===== src/rtl/display_ctrl.sv =====
// Two-requester round-robin frame arbiter feeding a display engine; each granted frame is shown REPEAT passes.
// Optional macro DISPLAY_CTRL_HOLD_EN: keep refreshing the last frame while no request is pending.
module display_ctrl #(
    parameter int GS     = 8,
    parameter int REPEAT = 4
) (
    input  logic             clk_i,
    input  logic             rst_i,
    input  logic             req0_i,
    input  logic [GS*GS-1:0] frame0_i,
    output logic             ack0_o,
    input  logic             req1_i,
    input  logic [GS*GS-1:0] frame1_i,
    output logic             ack1_o,
    output logic [GS*GS-1:0] matrix_o,
    output logic             e_disp_o,
    input  logic             d_disp_i,
    output logic             busy_o,
    output logic             owner_o
);

    localparam int CW = $clog2(REPEAT) + 1;
    localparam logic [CW-1:0] LAST_PASS = CW'(REPEAT - 1);

    typedef enum logic [1:0] {
        IDLE,
        START,
        WAIT
    } state_t;

    state_t             state, state_nx;
    logic [CW-1:0]      pass_cnt, pass_cnt_nx;
    logic [GS*GS-1:0]   matrix_nx;
    logic               e_disp_nx;
    logic               ack0_nx;
    logic               ack1_nx;
    logic               busy_nx;
    logic               owner_nx;
    logic               grant0;
    logic               grant1;
`ifdef DISPLAY_CTRL_HOLD_EN
    logic               frame_valid, frame_valid_nx;
`endif

    // Priority goes to the requester that was not granted last.
    assign grant0 = req0_i && (!req1_i || owner_o);
    assign grant1 = req1_i && (!req0_i || !owner_o);

    always_comb begin
        state_nx       = state;
        pass_cnt_nx    = pass_cnt;
        matrix_nx      = matrix_o;
        e_disp_nx      = 1'b0;
        ack0_nx        = 1'b0;
        ack1_nx        = 1'b0;
        owner_nx       = owner_o;
`ifdef DISPLAY_CTRL_HOLD_EN
        frame_valid_nx = frame_valid;
`endif
        case (state)
            IDLE: begin
                if (grant0) begin
                    matrix_nx      = frame0_i;
                    ack0_nx        = 1'b1;
                    owner_nx       = 1'b0;
                    pass_cnt_nx    = '0;
                    state_nx       = START;
`ifdef DISPLAY_CTRL_HOLD_EN
                    frame_valid_nx = 1'b1;
`endif
                end else if (grant1) begin
                    matrix_nx      = frame1_i;
                    ack1_nx        = 1'b1;
                    owner_nx       = 1'b1;
                    pass_cnt_nx    = '0;
                    state_nx       = START;
`ifdef DISPLAY_CTRL_HOLD_EN
                    frame_valid_nx = 1'b1;
`endif
                end
`ifdef DISPLAY_CTRL_HOLD_EN
                else if (frame_valid) begin
                    pass_cnt_nx = '0;
                    state_nx    = START;
                end
`endif
            end
            START: begin
                e_disp_nx = 1'b1;
                state_nx  = WAIT;
            end
            WAIT: begin
                if (d_disp_i) begin
                    if (pass_cnt == LAST_PASS) begin
                        state_nx = IDLE;
                    end else begin
                        pass_cnt_nx = pass_cnt + 1'b1;
                        state_nx    = START;
                    end
                end else begin
                    e_disp_nx = 1'b1;
                end
            end
            default: state_nx = IDLE;
        endcase
        busy_nx = (state_nx != IDLE);
    end

    always_ff @(posedge clk_i or posedge rst_i) begin
        if (rst_i) begin
            state       <= IDLE;
            pass_cnt    <= '0;
            matrix_o    <= '0;
            e_disp_o    <= 1'b0;
            ack0_o      <= 1'b0;
            ack1_o      <= 1'b0;
            busy_o      <= 1'b0;
            owner_o     <= 1'b1;
`ifdef DISPLAY_CTRL_HOLD_EN
            frame_valid <= 1'b0;
`endif
        end else begin
            state       <= state_nx;
            pass_cnt    <= pass_cnt_nx;
            matrix_o    <= matrix_nx;
            e_disp_o    <= e_disp_nx;
            ack0_o      <= ack0_nx;
            ack1_o      <= ack1_nx;
            busy_o      <= busy_nx;
            owner_o     <= owner_nx;
`ifdef DISPLAY_CTRL_HOLD_EN
            frame_valid <= frame_valid_nx;
`endif
        end
    end

endmodule


===== config.mk =====
export PLATFORM = sky130hd
export DESIGN_NAME = display_ctrl
export DESIGN_NICKNAME = d
export VERILOG_FILES = /design/src/rtl/display_ctrl.sv
export SDC_FILE = /design/constraint.sdc
export NUM_CORES = 1
export LEC_CHECK = 0
export CORE_UTILIZATION = 40
export CTS_CLUSTER_SIZE = 25
export DETAILED_ROUTE_END_ITERATION = 8
export PLACE_DENSITY = 0.82
export SETUP_SLACK_MARGIN = 0.02
export SYNTH_ARGS = -nofsm -noshare
export SYNTH_HDL_FRONTEND = slang
export SYNTH_SLANG_ARGS = --single-unit

===== constraint.sdc =====
create_clock -name clk_i -period 2.5 [get_ports clk_i]
set_input_delay 0.25 -clock clk_i [delete_from_list [all_inputs] [get_ports clk_i]]
set_output_delay 0.25 -clock clk_i [all_outputs]
set_load 0.05 [all_outputs]

# --- Word-level counts from Yosys, hierarchy flattened ---
# Index checks and enable logic that the tools add are counted.
totals:
  wordCells: 49
  regBits: 74
classes:
  reduce_logical: 13
  mux: 21
  n_eq_ne: 6
  addsub: 1
ops:
  columns: ["operator", "count"]
  rows:
  - ["2-to-1 mux 64 bit", 2]
  - ["2-to-1 mux 3 bit", 4]
  - ["2-to-1 mux 1 bit", 9]
  - ["2-to-1 mux 2 bit", 3]
  - ["case mux 2 bit (3 select lines)", 1]
  - ["case mux 3 bit (2 select lines)", 1]
  - ["nonzero test 2 bit", 3]
  - ["inequality test 2 bit (second input constant)", 2]
  - ["AND reduction 4 bit", 1]
  - ["adder 3 x 1 -> 3 bit (second input constant)", 1]
  - ["== test 3 x 2 -> 1 bit (second input constant)", 1]
  - ["zero test 1 bit", 3]
  - ["inequality test 3 bit (second input constant)", 1]
  - ["== test 2 x 1 -> 1 bit (second input constant)", 1]
  - ["== test 2 bit (second input constant)", 1]
  - ["logical AND 1 bit", 2]
  - ["zero test 2 bit", 1]
  - ["logical OR 1 bit", 2]
  - ["case mux 1 bit (2 select lines)", 1]
  - ["AND reduction 2 bit", 1]

# --- Logic depth before layout (Yosys ltp) ---
logic_depth:
  ltp_word: 7
  mapped_depth: 7

# --- Least setup slack after synthesis ---
# OpenSTA, ideal clock, no wires.
synth_timing:
  path_kind: "register to register"
  startpoint: "reg pass_cnt[0]"
  endpoint: "reg pass_cnt[0]"
  synth_period_minus_slack_ns: 1.673
  required_time_ns: 2.372
  arrival_time_ns: 1.545
  setup_time_ns: 0.128
  path_slack_ns: 0.827
  stages_incl_launch_ff: 6
  cell_sequence: "dfrtp_1 ha_1 ha_1 nand2b_1 a211oi_2 mux2_1"
synth_between:
  elab_chain_len: 4
  word_cells_on_any_way: 7
synth_rtl:
  columns: ["element", "line_no", "source"]
  rows:
  - ["from (decl)", "32", "logic [CW-1:0] pass_cnt, pass_cnt_nx;"]
  - ["from (signal assigned)", "124", "pass_cnt <= pass_cnt_nx;"]
  - ["adder 3 x 1 -> 3 bit", "97", "pass_cnt_nx = pass_cnt + 1'b1;"]
  - ["2-to-1 mux 3 bit", "94", "if (pass_cnt == LAST_PASS) begin"]
  - ["2-to-1 mux 3 bit", "93", "if (d_disp_i) begin"]
  - ["case mux 3 bit (2 select lines)", "60", "case (state)"]
# Parallel ways exist; a longest one is shown, timed or not. The select of a mux whose other input is x is not followed.
# A chain may end at the register's enable or synchronous reset.

# --- Final worst setup path ---
layout_timing:
  startpoint: "reg owner_o"
  endpoint: "out owner_o"
layout_rtl:
  columns: ["element", "line_no", "source"]
  rows:
  - ["from (decl)", "19", "output logic owner_o"]
  - ["from (signal assigned)", "130", "owner_o <= owner_nx;"]
# No word-level cell between the ends.

==> run summary <==
N_diodes = 0
Die Span X = 99.6 um
Final hold violation count = 0
First-pass GRT wire length = 18.6 mm
Tcrit/Tclk final = 79.5%
Die area = 9920 um^2
Syn avg cell area = 9.25 um^2
First drt pass iteration count = 4
R2r startpoint = state[0]
Total CTS buffers = 9
Switching part of the total = 50.3%
Post-synthesis async set-or-reset flop share = 100%
Pin count of the biggest net entering global routing = 75
Combinational share of power = 62.9%
Max cap viols = 0
Worst Skew = 0.0103 ns
Reg2reg setup slack = 0.53 ns
Worst R2R Path Depth = 6
EDFF count, synth = 0
CTS tree = done
Placed cells = 708
DRT antenna net count = 0
Post-CTS Resized = 0
Antenna violations before repair = 0
CTS H-tree depth = 3
Multi-input logic area = 1710 um^2
Worst Hold Class = in2async
Layout Nets = 729
Dominant cells by area after synthesis = dfrtp_1, nand3b_1, a31oi_1
Setup Total Neg Slack = 0 ns
Most common cell in the synthesized netlist = dfrtp_1
Vias in the first global route = 3,851
Via-to-Cell Ratio = 5.37
Starting Density = 41.2%
Buf+Inv Stages, Crit Path = 1
End of the worst register-to-register path = matrix_o[9]
Area Overhead vs Synth = 58.0%
CP delay by family, top = buffers and inverters
Post-CTS Setup Inserts = 0
Synth unique cells = 28
Kind of start point of the critical path = register
Synthesized flop and latch total = 74
Fillers = 738
Setup crit start = owner_o
Final WL = 11.4 mm
IO Count = 202
Layout cells sized above 1 = 5.23%
Post-synthesis sequential area ratio = 48.6%
Flop pwr share = 26.9%
Peak supply drop = 0.768 mV
Fmax = 503 MHz
Crit Path Class = reg2out
Half-perimeter wire length after placement = 8.08 mm
CP required = 2.25 ns
Final min period = 1.99 ns
Reg area = 1850 um^2
Synth Instances = 412
Vias = 3,880
P_sw = 3940 uW
Final setup viols = 0
Ys Warns = 0
RSZ-0062 raised after global routing = false
Clock root buffer = clkbuf_8
WL per Instance = 15.8 um
Final Instance Count excl. Fillers = 722
Status = finished clean
Mapped Area = 3810 um^2
Int Pwr = 3900 uW
Global route overflow = 0
Max incr delay on CP = 0.82 ns
CP Max Fanout = 5
Critical path arrival = 1.74 ns
GRT Util Overall = 23.5%
Synth top area share = 47.9%
CORE AREA = 9240 um^2
Clock transition at path regs = 0.07 ns
Max Root-Sink Buffers = 2
Clk_lat worst skew = 0.33 ns
DRC violations left = 0
Cell taking the most area after synthesis = dfrtp_1
Pwr dens = 1300 nW/um^2
Leak = 0.00228 uW
Least-Margin Pin Slew = 0.565 ns
Die height = 99.6 um
Slew Limit Fails = 0
Final Wtd Congestion = 0.804
Cell Rows = 35
CP Capture Type = output port
Rel. slew slack = 62.3%
Clock Power Share = 10.1%
Slowest CP cell = clkdlybuf4s50_1
Hold_buf cts = 0
Worst path cell trace = clkdlybuf4s50_1
Most instantiated cells after synthesis = dfrtp_1, a31oi_1, nor2_1
Synth Flop Type = dfrtp_1
IO buf count = 201
Net Count, Synth = 551
Clock sink total = 74
Starting DRC count in detailed routing = 183
-- area by class of cell --
cell class                      instances  area share (%)
Timing Repair Buffer                  210            35.1
Sequential cell                        74            30.8
Multi-Input combinational cell        288            28.4
Tap cell                              129            2.68
Clock buffer                           11            2.35
Inverter                                7           0.436
Clock inverter                          3           0.291
-- power groups by stage --
stage / clock network, uW / registers (uW) / logic (uW)
after floorplan: 0 / 4050 / 1400
after global placement: 0 / 2100 / 4870
after detailed placement: 0 / 2140 / 4950
after CTS: 823 / 2120 / 4960
after global routing: 884 / 2190 / 5240
final: 794 / 2110 / 4940
-- metrics by stage --
| step | area (um^2) | utilization [%] | hold slack (ns) | setup WS [ns] | power, uW |
|---|---|---|---|---|---|
| 6_report | 6020 | 65.2 | 0.128 | 0.512 | 7850 |
| 5_1_grt | 6020 | 65.2 | 0.121 | 0.359 | 8320 |
| 4_1_cts | 6020 | 65.2 | 0.113 | 0.498 | 7900 |
| 3_5_place_dp | 5860 | 63.4 | 0.470 | 0.495 | 7100 |
| 3_3_place_gp | 5860 | 63.4 | 0.474 | 0.619 | 6970 |
| 2_1_floorplan | 3810 | - | 0.360 | 0.370 | 5450 |
-- placed cells by master, fill, tap and decap left out, drive strengths merged --
master and count:
clkdlybuf4s50 200, dfrtp 73, a31oi 67, nor2 66, o21ai 65, nand3b 64
clkbuf 11, buf 10, inv 7, ha 6, a21oi 3, nor2b 3
nand2b 2, nand2 2, mux2i 2, clkinv 2, o21a 2, nor3b 2
a211oi 1, mux2 1, or2 1, o31ai 1, clkinvlp 1, dfstp 1
-- cells by family after synthesis --
family / count (synthesis) / share of synthesized area, %
AND/OR/NAND/NOR: 140 / 21.0
adder cells (fa/ha/maj): 6 / 1.97
flip-flops: 74 / 48.6
buffers and inverters: 50 / 6.70
multiplexers: 3 / 0.821
AO/OA/AOI/OAI: 139 / 20.9
-- registers in the layout (all words and copies together), names as in the netlist --
name,flops
ack0_o,1
ack1_o,1
busy_o,1
e_disp_o,1
matrix_o,64
owner_o,1
pass_cnt,3
state,2
-- metal layers --
metal	wire length, um	up-vias	global-route usage [%]
met5	0	-	0
met2	5640	147	40.0
met4	277	0	8.94
li1	-	1832	-
met3	600	24	4.50
met1	4880	1877	29.6
-- worst max path at each step --
stage / depth (start not counted) / end
after CTS: 1 / owner_o
final: 1 / owner_o
after detailed placement: 5 / matrix_o[9]
after global routing: 6 / matrix_o[9]
after global placement: 5 / matrix_o[16]
after floorplan: 1 / ack0_o
(Power assumes the default switching activity.)
